**src/rtl/mem_stream_reader.sv**
```systemverilog
// Sweeps a word range out of a 1-cycle-latency RAM onto a valid/ready stream.
// A 4-entry FIFO with issue credits absorbs RAM latency and consumer stalls.
module mem_stream_reader #(
  parameter int DATA_W = 32,
  parameter int ADDR_W = 5,
  parameter int DEPTH  = 26
) (
  input  logic              clk,
  input  logic              rst_n,
  input  logic              start,
  input  logic [ADDR_W-1:0] base_addr,
  input  logic [ADDR_W:0]   count,
  output logic              busy,
  output logic              done,
  output logic              mem_we,
  output logic [ADDR_W-1:0] mem_addr,
  output logic [DATA_W-1:0] mem_din,
  input  logic [DATA_W-1:0] mem_dout,
  output logic [DATA_W-1:0] m_data,
  output logic              m_valid,
  output logic              m_last,
  input  logic              m_ready
);

  typedef enum logic [1:0] {IDLE, READ, DRAIN, FIN} state_t;

  state_t state, state_nx;

  logic [ADDR_W-1:0] rd_ptr;
  logic [ADDR_W:0]   issue_left;
  logic [ADDR_W:0]   beats_left;
  logic              v1, v2;
  logic [DATA_W-1:0] fifo [4];
  logic [1:0]        wr_idx, rd_idx;
  logic [2:0]        fifo_cnt;
  logic [3:0]        credit_use;
  logic [ADDR_W-1:0] base_c, issue_addr;
  logic [ADDR_W:0]   count_c;
  logic              accept, issue, push, pop;

  function automatic logic [ADDR_W-1:0] wrap_inc(
    input logic [ADDR_W-1:0] a
  );
    return (a == ADDR_W'(DEPTH - 1)) ? '0 : a + ADDR_W'(1);
  endfunction

  assign base_c = (base_addr >= ADDR_W'(DEPTH)) ? '0 : base_addr;
  assign count_c = (count > (ADDR_W+1)'(DEPTH)) ?
                   (ADDR_W+1)'(DEPTH) : count;

  assign accept = (state == IDLE) && start;
  assign credit_use = {1'b0, fifo_cnt} + {3'b0, v1} + {3'b0, v2};
  assign issue = (accept && count_c != '0) ||
                 (state == READ && issue_left != '0 &&
                  credit_use < 4'd4);
  assign issue_addr = accept ? base_c : rd_ptr;

  assign m_valid = fifo_cnt != 3'd0;
  assign m_data  = fifo[rd_idx];
  assign m_last  = m_valid && beats_left == (ADDR_W+1)'(1);
  // RAM data is free-running; only the cycle tagged by v2 is captured
  assign push = v2;
  assign pop  = m_valid && m_ready;

  assign busy    = (state == READ) || (state == DRAIN);
  assign done    = (state == FIN);
  assign mem_we  = 1'b0;
  assign mem_din = '0;

  always_comb begin
    state_nx = state;
    unique case (state)
      IDLE:  if (start) state_nx = (count_c != '0) ? READ : FIN;
      READ:  if (issue_left == '0) state_nx = DRAIN;
      DRAIN: if (pop && m_last) state_nx = FIN;
      FIN:   state_nx = IDLE;
      default: state_nx = IDLE;
    endcase
  end

  always_ff @(posedge clk or negedge rst_n) begin
    if (!rst_n) begin
      state      <= IDLE;
      rd_ptr     <= '0;
      issue_left <= '0;
      beats_left <= '0;
      mem_addr   <= '0;
      v1         <= 1'b0;
      v2         <= 1'b0;
      wr_idx     <= '0;
      rd_idx     <= '0;
      fifo_cnt   <= '0;
      for (int i = 0; i < 4; i++) fifo[i] <= '0;
    end else begin
      state <= state_nx;
      v1    <= issue;
      v2    <= v1;
      if (accept) begin
        beats_left <= count_c;
        issue_left <= (count_c == '0) ? '0 :
                      count_c - (ADDR_W+1)'(1);
      end else begin
        if (issue) issue_left <= issue_left - (ADDR_W+1)'(1);
        if (pop) beats_left <= beats_left - (ADDR_W+1)'(1);
      end
      if (issue) begin
        mem_addr <= issue_addr;
        rd_ptr   <= wrap_inc(issue_addr);
      end
      if (push) begin
        fifo[wr_idx] <= mem_dout;
        wr_idx       <= wr_idx + 2'd1;
      end
      if (pop) rd_idx <= rd_idx + 2'd1;
      fifo_cnt <= fifo_cnt + {2'b0, push} - {2'b0, pop};
    end
  end

endmodule

```
**config.mk**
```make
export PLATFORM = sky130hd
export DESIGN_NAME = mem_stream_reader
export DESIGN_NICKNAME = d
export VERILOG_FILES = /design/src/rtl/mem_stream_reader.sv
export SDC_FILE = /design/constraint.sdc
export NUM_CORES = 1
export LEC_CHECK = 0
export CORE_MARGIN = 8
export CORE_UTILIZATION = 45
export CTS_CLUSTER_SIZE = 8
export DETAILED_ROUTE_END_ITERATION = 8
export GPL_ROUTABILITY_DRIVEN = 0
export PLACE_DENSITY = 0.69
export SKIP_CTS_REPAIR_TIMING = 1
export SYNTH_ARGS = -nofsm -noshare
export SYNTH_HDL_FRONTEND = slang
export SYNTH_SLANG_ARGS = --single-unit
```
**constraint.sdc**
```tcl
create_clock -name clk -period 5.4 [get_ports clk]
set_input_delay 1.08 -clock clk [delete_from_list [all_inputs] [get_ports clk]]
set_output_delay 1.08 -clock clk [all_outputs]
set_load 0.1 [all_outputs]
```
=== Word-level counts from Yosys, hierarchy flattened ===
Cells that the tools add are included.

* Bits in registers: 161
* Output and inout bits: 74
* Bits of input ports: 47
* Logic and storage cells: 79

* Reduce and logical (&&, ||, !) cells: 19
* Eq/ne operators: 8
* Bitwise gates (word level): 2
* Mux-type cells: 20
* Magnitude comparators: 6
* Add/subtract/negate cells: 10

{| class="wikitable"
|+ Operators with widths
! kind !! number
|-
| bitwise mux 128 bit || 1
|-
| 2-to-1 mux 32 bit || 3
|-
| binary-select mux 32 bit (select 2 bit) || 1
|-
| demux 32 bit (select 2 bit) || 1
|-
| 2-to-1 mux 6 bit || 6
|-
| subtractor 6 x 1 -> 6 bit (second input constant) || 3
|-
| 2-to-1 mux 5 bit || 3
|-
| zero test 6 bit || 2
|-
| nonzero test 6 bit || 2
|-
| logical AND 1 bit || 8
|-
| 2-to-1 mux 2 bit || 4
|-
| case mux 2 bit (4 select lines) || 1
|-
| == test 6 x 1 -> 1 bit (second input constant) || 1
|-
| greater-or-equal comparator 3 bit (second input constant) || 2
|-
| > comparator 6 x 5 -> 1 bit (second input constant) || 1
|-
| NOT 2 -> 3 bit || 2
|-
| adder 5 x 1 -> 5 bit (second input constant) || 1
|-
| == test 5 bit (second input constant) || 1
|-
| greater-or-equal comparator 5 bit (second input constant) || 1
|-
| adder 2 x 1 -> 2 bit (second input constant) || 2
|-
| adder 3 x 1 -> 4 bit || 1
|-
| adder 4 x 1 -> 4 bit || 1
|-
| == test 2 bit (second input constant) || 2
|-
| less-than comparator 4 x 3 -> 1 bit (second input constant) || 1
|-
| 11 further kinds || 14
|}

=== Logic depth before layout (Yosys ltp) ===
Gate-level depths: netlist of run 1.

* Depth in word-level cells: 7
* Depth in mapped cells: 12
* Gate-level depth less buffers: 11

=== Least setup slack after synthesis of run 1 ===
Ideal clock, no wire load.

* Kind: flip-flop to output port
* Start point: register fifo_cnt[1]
* End point: output m_last
* Data arrival time: 3495 ps
* Buffers on the path: 0
* Required time: 4320 ps
* Slack: 825 ps
* Cell stages (with the launch flop): 3
* Cells stage by stage: dfrtp_1 -> or3_1 -> nor3b_1

* Word-level cells in the longest chain between the ends: 2

{| class="wikitable"
|+ RTL lines
! element !! line !! text
|-
| start, declared || 35 || <nowiki>logic [2:0] fifo_cnt;</nowiki>
|-
| start signal, assigned || 115 || <nowiki>fifo_cnt <= fifo_cnt + {2'b0, push} - {2'b0, pop};</nowiki>
|-
| nonzero test 3 bit || 58 || <nowiki>assign m_valid = fifo_cnt != 3'd0;</nowiki>
|-
| named net m_valid || 20 || <nowiki>output logic m_valid,</nowiki>
|-
| logical AND 1 bit || 60 || <nowiki>assign m_last = m_valid && beats_left == (ADDR_W+1)'(1);</nowiki>
|-
| end, declared || 21 || <nowiki>output logic m_last,</nowiki>
|}

The timed path passes the listed nets, and every way through them passes these cells.

=== Worst setup path in the final report of run 1 ===
* Start point: register rd_idx[0]
* End point: output m_data[10]

* Word-level cells in the longest chain between the ends: 4

{| class="wikitable"
|+ RTL lines
! element !! line !! text
|-
| start, declared || 34 || <nowiki>logic [1:0] wr_idx, rd_idx;</nowiki>
|-
| start signal, assigned || 114 || <nowiki>if (pop) rd_idx <= rd_idx + 2'd1;</nowiki>
|-
| NOT 2 -> 3 bit (not written as such) || 59 || <nowiki>assign m_data = fifo[rd_idx];</nowiki>
|-
| binary-select mux 32 bit (select 2 bit) || 59 ||
|-
| 2-to-1 mux 32 bit (not written as such) (2 in series) || 59 ||
|-
| end, declared || 19 || <nowiki>output logic [DATA_W-1:0] m_data,</nowiki>
|}

Every way passes these cells. The select of a mux whose other input is x is not followed.

==> results of run 1 <==
## flip-flops by register name (all words and copies together), names as in the netlist
register / cells
issue_left: 6
beats_left: 6
rd_ptr: 5
wr_idx: 2
state: 2
rd_idx: 2
push: 1
fifo: 128
v1: 1
fifo_cnt: 3
mem_addr: 5
## final timing paths
check | slack, ns | end | depth (start not counted)
setup / recovery | 1.09 | m_data[10] | 3
hold / removal | 0.41 | push$_DFF_PN0_ | 0
setup reg to reg | 2.49 | rd_ptr[2]$_DFFE_PN0P_ | 10
hold reg to reg | 0.41 | push$_DFF_PN0_ | 0
max in group asynchronous | 3.43 | fifo[91]$_DFFE_PN0P_ | 2
min in group asynchronous | 0.82 | fifo[103]$_DFFE_PN0P_ | 1
## synthesized netlist by cell type (all sizes together) (4+ instances only)
cell type / number
xnor2: 7
dfrtp: 161
nand2: 18
a211oi: 4
mux2i: 4
mux4: 32
clkbuf: 9
ha: 20
a31oi: 4
buf: 50
nor2: 11
a21oi: 7
nand3: 5
mux2: 133
o21ai: 12
o31ai: 7
and3: 5
nor4: 4
inv: 17
or3: 6
o211ai: 8
## cells by family (layout without fill, tap and decap cells)
kind of cell / after synthesis / in the layout / synth area share
mux: 169 / 169 / 0.287
flops: 161 / 161 / 0.512
buf+inv: 76 / 138 / 0.0526
simple gates: 65 / 65 / 0.0433
compound gates: 64 / 64 / 0.0590
fa+ha+maj: 21 / 21 / 0.0344
xor+xnor: 10 / 10 / 0.0111
other cells: 1 / 33 / 0.000477
## critical path: cells and delay by family (launching register included)
kind                   cells  cell delay, ns
buffers and inverters      2            1.35
flip-flops                 1            0.93
multiplexers               1            0.53
## area by class of cell
class / instances / area [µm²] / area share
inverter: 17 / 63.8 / 0.00679
sequential: 161 / 4030 / 0.429
tap: 225 / 282 / 0.0300
timing repair buffer: 89 / 887 / 0.0944
clock inverter: 15 / 149 / 0.0159
multi-input combinational: 362 / 3550 / 0.378
clock buffer: 17 / 425 / 0.0453
## stage by stage
stage,area [µm²],worst slack [ns]
floorplan,7990,0.825
detailed placement,8820,1.45
CTS,9390,0.991
global placement,8820,1.44
finish,9390,1.09
global route,9390,0.875
## per-layer routing
layer  up-vias  track usage
met5         -            0
met4         0       0.0367
met3        11       0.0547
met2       133        0.267
met1      2465        0.188
li1       2209            -
==> results_dict.tcl, run 1 <==
set metrics [dict create \
    setup_viol 0 \
    drt-met1-wl_um 7110 \
    synth_cell_types 53 \
    grt_pass1_wl_um 27600 \
    detail-route-antenna-nets 0 \
    fmax_mhz 232 \
    clk_pin_slew_ns 0.07 \
    cap_viol_max_count 0 \
    top_layer "met4" \
    cts_tree "yes" \
    synth.top_cell.area_share 0.512 \
    synthesis.area_um2 7870 \
    place_inst 854 \
    cp_max_fo 25 \
    start_kind "flip-flop" \
    die_w_um 148 \
    slew_headroom 0.282 \
    vias 4818 \
    drcViolationCount 0 \
    drt_iter0_markers 274 \
    nets 716 \
    final_util 0.547 \
    core_area_um2 17200 \
    post-route-period-util 0.798 \
    wl_met3_um 1090 \
    syn_area_per_cell_um2 13.9 \
    wl_per_cell_um 18.8 \
    finalHoldViolCount 0 \
    critPathCaptureType "output pin" \
    fill_cells 1436 \
    timing.rr.start "state[1]$_DFFE_PN0P_" \
    rows 48 \
    worst_pin_slew_ns 1.08 \
    ys_seq_elements 161 \
    ys.flop_type "dfrtp_1" \
    clock_sinks 161 \
    min_period_ns 4.31 \
    crit_start "rd_idx[0]$_DFFE_PN0P_" \
    dr_wl_met2_um 8330 \
    rsz0062_at_grt "false" \
    final_common_cell "dfrtp_1" \
    antenna_found_initial 0 \
    yosysSeqAreaShare 0.512 \
    yosysTopAreaCell "dfrtp_1" \
    synthToLayoutAreaGrowth_pct 19.4 \
    synth_edf_count 0 \
    n_antenna_cell 0 \
    min_path_type "reg2reg" \
    finClkSkew_ns 0.0135 \
    die_h_um 148 \
    layout_common_cells "dfrtp_1 (159), mux2_2 (133), clkdlybuf4s50_1 (86)" \
    cts_buffer_depth 2 \
    drive_above_1_share 0.319 \
    pin_count 121 \
    synth_area_leaders "dfrtp_1 (51%), mux2_2 (19%), mux4_2 (9.2%)" \
    crit_path_cell_trace "buf_4 > mux4_2 > clkdlybuf4s50_1" \
    syn_inst 567 \
    maxSlewViolCount 0 \
    detail_route.first_pass.iterations 4 \
    yosys_warnings 0 \
    dieArea_um2 22000 \
    synth-async-reset-ratio 1.00 \
    crit_slowest_cell "clkdlybuf4s50_1" \
    htree_levels 4 \
    vias_per_cell 5.44 \
    fin_cells 886 \
    first_global_vias 5262 \
    fin_hold_ws_ns 0.411 \
    hold_path.startpoint "v1$_DFF_PN0_" \
    clk_latency_ns 0.42 \
    cp_data_arrival_time_ns 3.23 \
    wl_um 16600 \
    status "completed" \
    portBuffers 87 \
    grt_usage 0.157 \
    hpwl_um 11300 \
    grt_max_degree 121 \
    cpPeakStageDelay_ns 0.98 \
    cts_buffers 17 \
    start_util 0.458 \
    grt-ovfl-total 0 \
    critPathRequiredTime_ns 4.32 \
    cts-root-buf "clkbuf_16" \
    fin_tns_setup_ns 0 \
    critPathKind "reg2out" \
]
Power of run 1 is not shown: default switching activity piles up to over one toggle a cycle in this logic, so the estimate is an artifact.
==> inputs of run 2 (changes only) <==
- clock period: 5.4 -> 4.5 ns (I/O delays scaled with it)
==> results_dict.tcl, run 2 (synthesis gave the netlist of run 1 again) <==
set metrics [dict create \
    drt_iter0_markers 172 \
    core_area_um2 17200 \
    drcViolationCount 0 \
    wl_um 16400 \
    clk_pin_slew_ns 0.07 \
    use_met3 0.0532 \
    synthToLayoutAreaGrowth_pct 19.0 \
    drive_above_1_share 0.337 \
    cts_buffer_depth 2 \
    crit_start "rd_idx[1]$_DFFE_PN0P_" \
    antenna_found_initial 0 \
    n_antenna_cell 0 \
    critPathKind "reg2out" \
    cpPeakStageDelay_ns 1.14 \
    pin_count 121 \
    layout_common_cells "dfrtp_1 (159), mux2_2 (133), clkdlybuf4s50_1 (73)" \
    start_util 0.458 \
    critPathRequiredTime_ns 3.60 \
    grt_pass1_wl_um 27400 \
    die_w_um 148 \
    nets 717 \
    critPathCaptureType "output pin" \
    fin_tns_setup_ns 0 \
    fill_cells 1422 \
    die_h_um 148 \
    min_period_ns 3.80 \
    vias_per_cell 5.42 \
    grt_usage 0.156 \
    rows 48 \
    critPathBufInv 1 \
    cap_viol_max_count 0 \
    finClkSkew_ns 0.0105 \
    regMostFlops "fifo" \
    htree_levels 4 \
    maxSlewViolCount 0 \
    min_path_type "reg2reg" \
    setup_viol 0 \
    grt_use_met1 0.196 \
    grt-ovfl-total 0 \
    finalHoldViolCount 0 \
    cp_data_arrival_time_ns 2.90 \
    use_met2 0.253 \
    cp_max_fo 33 \
    wl_per_cell_um 18.6 \
    cts_tree "yes" \
    worst_pin_slew_ns 1.01 \
    critical-path-top-delay-family "buffers and inverters" \
    cts_buffers 17 \
    detail_route.first_pass.iterations 4 \
    fmax_mhz 263 \
    cts-root-buf "clkbuf_16" \
    timing.rr.start "state[0]$_DFFE_PN0P_" \
    crit_slowest_cell "clkdlybuf4s50_1" \
    grt_max_degree 113 \
    post-route-period-util 0.845 \
    start_kind "flip-flop" \
    hpwl_um 11000 \
    clk_latency_ns 0.42 \
    clock_sinks 161 \
    first_global_vias 5153 \
    dieArea_um2 22000 \
    crit_path_cell_trace "mux4_2 > clkdlybuf4s50_1" \
    slew_headroom 0.328 \
    top_usage_layer "met2" \
    hold_path.startpoint "v1$_DFF_PN0_" \
    final_common_cell "dfrtp_1" \
    vias 4799 \
    portBuffers 87 \
    rsz0062_at_grt "false" \
    top_regs "fifo (128), beats_left (6), issue_left (6)" \
    largest_reg_flops 128 \
    status "completed" \
    detail-route-antenna-nets 0 \
]
-- run 2: cell count changes in the layout (fill, tap and decap cells not counted) --
cell | previous run | this run
clkinvlp_4 | 4 | 1
clkdlybuf4s50_1 | 86 | 73
clkbuf_8 | 0 | 3
clkinv_4 | 3 | 2
clkbuf_1 | 0 | 1
buf_4 | 2 | 16
clkinv_2 | 1 | 2
inv_8 | 2 | 0
-- run 2: metrics by stage --
| step | util | instance area, µm² | setup WS, ns | hold WS, ns | cells |
|---|---|---|---|---|---|
| 3_3_place_gp | 0.512 | 8790 | 1.12 | 0.404 | 855 |
| 5_1_grt | 0.545 | 9360 | 0.584 | 0.436 | 886 |
| 3_5_place_dp | 0.512 | 8790 | 0.971 | 0.400 | 855 |
| 4_1_cts | 0.545 | 9360 | 0.672 | 0.427 | 886 |
| 2_1_floorplan | - | 7990 | 0.105 | 0.376 | 599 |
| 6_report | 0.545 | 9360 | 0.697 | 0.421 | 886 |
-- run 2: final cells by class --
class                      instances  area (µm²)  area share
clock buffer                      21         470      0.0502
clock inverter                    10         100      0.0107
inverter                          17        63.8     0.00681
multi-input combinational        362        3550       0.380
sequential                       161        4030       0.431
tap                              225         282      0.0301
timing repair buffer              90         862      0.0921
-- run 2: per-layer routing --
layer  vias up  wire length (µm)
met1      2476              7240
li1       2197                 -
met3        14              1010
met5         -                 0
met2       112              8040
met4         0               149
-- run 2: path summary, 6_finish.rpt --
kind / cells past startpoint / to / slack, ns
setup / recovery: 2 / m_data[19] / 0.70
hold / removal: 0 / push$_DFF_PN0_ / 0.42
setup reg to reg: 10 / rd_ptr[2]$_DFFE_PN0P_ / 1.55
hold reg to reg: 0 / push$_DFF_PN0_ / 0.42
max in group asynchronous: 2 / fifo[112]$_DFFE_PN0P_ / 2.90
min in group asynchronous: 1 / fifo[107]$_DFFE_PN0P_ / 0.61
Power of run 2 is left out for the same reason.
